`config.mk`:
```
export PLATFORM = sky130hd
export DESIGN_NAME = instr_fetch_unit
export DESIGN_NICKNAME = d
export VERILOG_FILES = /design/src/rtl/fetch_pkg.sv /design/src/rtl/fetch_fifo.sv /design/src/rtl/instr_fetch_unit.sv
export SDC_FILE = /design/constraint.sdc
export NUM_CORES = 1
export LEC_CHECK = 0
export ABC_AREA = 1
export BUFFER_PORTS_ARGS = -buffer_cell sky130_fd_sc_hd__buf_2
export CAP_MARGIN = 20
export CORE_MARGIN = 4
export CORE_UTILIZATION = 45
export CTS_BUF_LIST = sky130_fd_sc_hd__clkbuf_4 sky130_fd_sc_hd__clkbuf_8 sky130_fd_sc_hd__clkbuf_16
export CTS_CLUSTER_DIAMETER = 30
export DETAILED_ROUTE_END_ITERATION = 6
export PLACE_DENSITY = 0.67
export SETUP_SLACK_MARGIN = 0.5
export SYNTH_ARGS = -nofsm -noshare
export SYNTH_HDL_FRONTEND = slang
export SYNTH_SLANG_ARGS = --single-unit
```
`constraint.sdc`:
```
create_clock -name clk_i -period 6.9 [get_ports clk_i]
set_clock_uncertainty 0.15 [all_clocks]
set_input_delay 1.035 -clock clk_i [delete_from_list [all_inputs] [get_ports clk_i]]
set_output_delay 1.035 -clock clk_i [all_outputs]
set_load 0.005 [all_outputs]
```
`src/rtl/fetch_pkg.sv`:
```
// Shared types and constants for the instruction fetch unit and its fetch buffer.
package fetch_pkg;

   typedef enum logic [1:0] {
      StRun  = 2'd0,
      StWait = 2'd1,
      StDrop = 2'd2
   } fetch_state_e;

   localparam logic [31:0] INSTR_NOP = 32'h0000_0000;
   localparam logic [31:0] PC_STEP   = 32'd4;
   localparam int unsigned ENTRY_W   = 64;

   typedef struct packed {
      logic [31:0] pc;
      logic [31:0] instr;
   } fetch_entry_t;

endpackage

```
`src/rtl/fetch_fifo.sv`:
```
// Fetch buffer: DEPTH x ENTRY_W circular queue with push/pop/clear and full/empty/count status.
module fetch_fifo
   import fetch_pkg::*;
#(
   parameter int unsigned DEPTH = 2,
   localparam int unsigned PTR_W = $clog2(DEPTH)
) (
   input  logic               clk,
   input  logic               rst_n,
   input  logic               push,
   input  logic               pop,
   input  logic               clear,
   input  logic [ENTRY_W-1:0] wdata,
   output logic [ENTRY_W-1:0] rdata,
   output logic               full,
   output logic               empty,
   output logic [PTR_W:0]     count
);

   localparam logic [PTR_W:0] FULL_CNT = (PTR_W + 1)'(DEPTH);

   logic [ENTRY_W-1:0] mem [DEPTH];
   logic [PTR_W-1:0]   wr_ptr;
   logic [PTR_W-1:0]   rd_ptr;
   logic               do_push;
   logic               do_pop;

   assign full    = (count == FULL_CNT);
   assign empty   = (count == '0);
   assign do_pop  = pop & ~empty;
   assign do_push = push & (~full | do_pop);
   assign rdata   = mem[rd_ptr];

   always_ff @(posedge clk or negedge rst_n) begin
      if (!rst_n) begin
         wr_ptr <= '0;
         rd_ptr <= '0;
         count  <= '0;
      end else if (clear) begin
         wr_ptr <= '0;
         rd_ptr <= '0;
         count  <= '0;
      end else begin
         if (do_push) wr_ptr <= wr_ptr + 1'b1;
         if (do_pop)  rd_ptr <= rd_ptr + 1'b1;
         count <= count + {{PTR_W{1'b0}}, do_push} - {{PTR_W{1'b0}}, do_pop};
      end
   end

   // Storage needs no reset: entries are only read once count says they were written.
   always_ff @(posedge clk) begin
      if (do_push && !clear) mem[wr_ptr] <= wdata;
   end

endmodule

```
`src/rtl/instr_fetch_unit.sv`:
```
// IF-stage front end: fetch PC, single-outstanding imem handshake, buffered {PC+4, instr} to IF/ID.
// Defining FETCH_PERF_EN adds perf_fetched_o / perf_dropped_o event counters.
module instr_fetch_unit
   import fetch_pkg::*;
#(
   parameter logic [31:0] RESET_PC = 32'h0000_0000,
   parameter int unsigned FB_DEPTH = 2
) (
   input  logic        clk_i,
   input  logic        rst_i,
   input  logic        Stall_i,
   input  logic        Flush_i,
   input  logic [31:0] BranchTarget_i,
   output logic        imem_req_o,
   output logic [31:0] imem_addr_o,
   input  logic        imem_gnt_i,
   input  logic        imem_rvalid_i,
   input  logic [31:0] imem_rdata_i,
   output logic [31:0] PC_o,
   output logic [31:0] instruction_o,
   output logic        valid_o
`ifdef FETCH_PERF_EN
   ,
   output logic [31:0] perf_fetched_o,
   output logic [31:0] perf_dropped_o
`endif
);

   localparam int unsigned CNT_W = $clog2(FB_DEPTH) + 1;

   fetch_state_e       state;
   fetch_state_e       state_next;
   logic [31:0]        fetch_pc;
   logic [31:0]        fetch_pc_next;
   logic               active;
   logic               push;
   logic               pop;
   logic               discard;
   logic               full;
   logic               empty;
   logic [CNT_W-1:0]   count;
   logic [ENTRY_W-1:0] head_bits;
   fetch_entry_t       head;
   fetch_entry_t       push_entry;

   always_comb begin
      state_next = state;
      imem_req_o = 1'b0;
      push       = 1'b0;
      discard    = 1'b0;
      unique case (state)
         StRun: begin
            // active keeps the request low for the first cycle out of reset.
            imem_req_o = active & ~full & ~Flush_i;
            discard    = imem_rvalid_i;
            if (imem_req_o && imem_gnt_i) state_next = StWait;
         end
         StWait: begin
            if (imem_rvalid_i) begin
               state_next = StRun;
               push       = ~Flush_i;
               discard    = Flush_i;
            end else if (Flush_i) begin
               state_next = StDrop;
            end
         end
         StDrop: begin
            if (imem_rvalid_i) begin
               state_next = StRun;
               discard    = 1'b1;
            end
         end
         default: state_next = StRun;
      endcase
   end

   always_comb begin
      fetch_pc_next = fetch_pc;
      if (Flush_i) begin
         fetch_pc_next = BranchTarget_i;
      end else if (imem_req_o && imem_gnt_i) begin
         fetch_pc_next = fetch_pc + PC_STEP;
      end
   end

   always_ff @(posedge clk_i or negedge rst_i) begin
      if (!rst_i) begin
         state    <= StRun;
         fetch_pc <= RESET_PC;
         active   <= 1'b0;
      end else begin
         state    <= state_next;
         fetch_pc <= fetch_pc_next;
         active   <= 1'b1;
      end
   end

   // fetch_pc already advanced at grant, so in WAIT it equals issued PC + 4.
   assign push_entry = '{pc: fetch_pc, instr: imem_rdata_i};
   assign head       = fetch_entry_t'(head_bits);

   assign imem_addr_o   = fetch_pc;
   assign valid_o       = ~empty & ~Flush_i;
   assign pop           = valid_o & ~Stall_i;
   assign PC_o          = valid_o ? head.pc : 32'h0;
   assign instruction_o = valid_o ? head.instr : INSTR_NOP;

   fetch_fifo #(
      .DEPTH (FB_DEPTH)
   ) u_fifo (
      .clk   (clk_i),
      .rst_n (rst_i),
      .push  (push),
      .pop   (pop),
      .clear (Flush_i),
      .wdata (push_entry),
      .rdata (head_bits),
      .full  (full),
      .empty (empty),
      .count (count)
   );

`ifdef FETCH_PERF_EN
   logic [31:0] perf_fetched;
   logic [31:0] perf_dropped;

   always_ff @(posedge clk_i or negedge rst_i) begin
      if (!rst_i) begin
         perf_fetched <= '0;
         perf_dropped <= '0;
      end else begin
         perf_fetched <= perf_fetched + {31'b0, push};
         perf_dropped <= perf_dropped + {31'b0, discard} + (Flush_i ? 32'(count) : 32'd0);
      end
   end

   assign perf_fetched_o = perf_fetched;
   assign perf_dropped_o = perf_dropped;
`else
   logic unused_count;
   assign unused_count = ^count;
`endif

endmodule

```
==> impl_results.md <==
* Outcome: finished clean
* Worst Max-Slew Pin Slew at 0.941 ns
* Detailed Route WL at 17.3 mm
* Syn_nets at 814
* Syn. warnings at 0
* CTS root buf: clkbuf_16
* Placer Congestion at 0.809
* Per-cell routed wire length at 15.1 um
* DP Worst Slack at 2.62 ns
* Port-buffer cells at 167
* Max-slew headroom at 37.3%
* FF-to-FF setup slack at 3.62 ns
* Worst-skew pair later-pin latency at 0.43 ns
* Die X at 139 um
* Slew Limit Fails at 0
* Ant diodes at 0
* R2R cell count at 8
* Worst Setup Path Type: input pin to flop
* # Max-Cap Violations at 0
* Setup violators final at 0
* Hold Path Depth at 1
* H-tree lvl count at 4
* Tmin final at 3.78 ns
* Critical path arrival at 3.68 ns
* Layout cell share with drive strength beyond 1 at 31.8%
* Max clock buf depth at 2
* Largest net degree at the start of global routing at 67
* Die height at 139 um
* Hold endpoint: state[1]
* Core ar. at 0.0168 sq mm
* Tot Pwr at 0.00234 W
* Iter 0 DRT Violations at 337
* Combinational power share at 9.2%
* Initial Utilization at 46.3%
* Drt drc at 0
* Commonest non-fill, non-tap cell in the layout: nand2_1
* Area Growth Syn to Fin at 21.4%
* Layout fillers at 1,481
* Setup TNS Final at 0 ns
* Syn Inst Count at 741
* Sw Pwr at 0.000580 W
* Clock Power Share at 40.3%
* Vias at 5,487
* Detailed Place HPWL at 11.7 mm
* Worst-path maximum fanout at 66
* Cell leakage power at 4.45 nW
* CP Capture Type: flop
* CTS tree: built
* Resize count post-CTS at 0
* Seq cells post-synth at 167
* Post-CTS Setup Inserts at 0
* Nets at 982
* Reg2reg start: u_fifo.count[1]
* Int Pwr at 0.00176 W
* Sw Ratio at 24.8%
* Remaining Overflow, GRT at 0
* Worst min path class: flop to flop
* Clock-pin slew on the worst setup and hold paths at 0.07 ns
* Period utilization at 54.8%
* Drt pass-1 iters at 5
* First-pass GRT wire length at 27.3 mm
* Worst hold start: state[0]
* Type of origin of the critical path: input pin
* Most frequent cells in the layout: 219 x nand2_1, 167 x buf_2, 128 x edfxtp_1
* Hold_buf cts at 0
* Die area at 0.0194 sq mm
* Area occupied by multi-input gates at 0.00245 sq mm
* CTS buffer count at 17
* RR Endpoint: u_fifo.mem[1][31]
* Seq pwr share at 50.6%
* Netlist Area Pre-Place at 0.00776 sq mm
* PD cells at 249 mW/mm^2
* Io pins at 168
* Initial antenna violation count at 0
* Synth unique cells at 35
* Register area at 0.00482 sq mm
* GRT Total Usage at 17.8%
* Fmax at 0.265 GHz
* Register area share after synthesis at 62.1%
* Via density at 4.80
* Number of global-route vias before repair at 5,223
* Mean post-synth cell area at 10.5 sq um
* RSZ-0062 raised after global routing: false
* Routed Antenna Nets at 0
* Max VDD drop at 0.174 mV
* Endpoints failing hold at 0
* # rows at 47
* Worst setup margin at 3.12 ns
* # clock sinks at 167
* Crit path required time at 6.80 ns
[cell type report]
type | instances | area share (%)
Inverter | 106 | 4.25
Clock buffer | 17 | 4.52
Multi-Input combinational cell | 445 | 26.0
Tap cell | 220 | 2.92
Clock inverter | 15 | 1.77
Timing Repair Buffer | 172 | 9.31
Sequential cell | 167 | 51.2
[stage by stage]
| step | hold slack, ns | cell area [sq um] | util [%] | instances |
|---|---|---|---|---|
| after detailed placement | 0.351 | 8810 | 52.6 | 1109 |
| after global placement | 0.329 | 8810 | 52.6 | 1109 |
| after CTS | 0.350 | 9410 | 56.1 | 1141 |
| after global routing | 0.367 | 9420 | 56.2 | 1142 |
| after floorplan | 0.317 | 7760 | - | 741 |
| final | 0.352 | 9420 | 56.2 | 1142 |
[sequential cells by signal, indices dropped and copies added (netlist names)]
name / cells
u_fifo.mem: 128
imem_addr_o: 32
state: 2
u_fifo.count: 2
active: 1
u_fifo.rd_ptr: 1
u_fifo.wr_ptr: 1
[worst max path at each step]
stage / startpoint / endpoint / slack, ns / cells after the start
final: Flush_i / u_fifo.mem[1][31] / 3.12 / 8
after global routing: Flush_i / u_fifo.mem[1][61] / 2.81 / 8
after CTS: Flush_i / u_fifo.mem[1][58] / 3.07 / 8
after detailed placement: Flush_i / u_fifo.mem[1][60] / 2.62 / 8
after global placement: Flush_i / u_fifo.mem[1][60] / 2.66 / 8
after floorplan: Flush_i / u_fifo.mem[1][0] / 2.13 / 5
[power by group through the flow]
stage | Clock [W] | Sequential [W] | Combinational [W]
final | 0.000943 | 0.00118 | 0.000215
after global routing | 0.00100 | 0.00119 | 0.000242
after CTS | 0.000959 | 0.00118 | 0.000217
after detailed placement | 0 | 0.00120 | 0.000215
after global placement | 0 | 0.00120 | 0.000213
after floorplan | 0 | 0.00119 | 0.000125
[per-layer routing]
metal  track usage, %  routed length (um)
met3             3.84                 886
met1             23.8                7890
met2             29.5                8330
met5                0                   0
met4             4.99                 150
[cell families after synthesis]
kind of cell / after synthesis / share of synthesized area [%]
AO/OA/AOI/OAI: 22 / 1.69
AND/OR/NAND/NOR: 343 / 18.5
XOR/XNOR: 12 / 1.36
adder cells (fa/ha/maj): 3 / 0.484
other: 1 / 0.0483
multiplexers: 64 / 9.29
flip-flops: 167 / 62.1
buffers and inverters: 129 / 6.53
[Yosys cell counts (all sizes together)]
library cell	instances	share of area [%]
nand2	221	11
o22ai	1	0.081
o21bai	1	0.097
edfxtp	128	50
nand3	41	2.8
conb	1	0.048
clkbuf	8	0.39
nor3	3	0.26
dfrtp	39	13
nand4	3	0.24
ha	3	0.48
mux2	64	9.3
a22oi	1	0.097
nor2	70	3.8
a21oi	4	0.26
xor2	10	1.1
o21ai	9	0.58
o211ai	4	0.39
inv	106	5.2
xnor2	2	0.23
or2	4	0.32
nand3b	1	0.097
buf	15	0.98
o31ai	2	0.19
[critical path, stage by stage]
cell and delay, ns:
buf_2 0.30, nor2_4 0.17, buf_4 0.52, nand2_1 0.22, nand3_1 0.12, nand2_1 0.14, nor2_4 0.48, buf_4 0.63
Note: power is estimated with default switching activity, not from simulation.
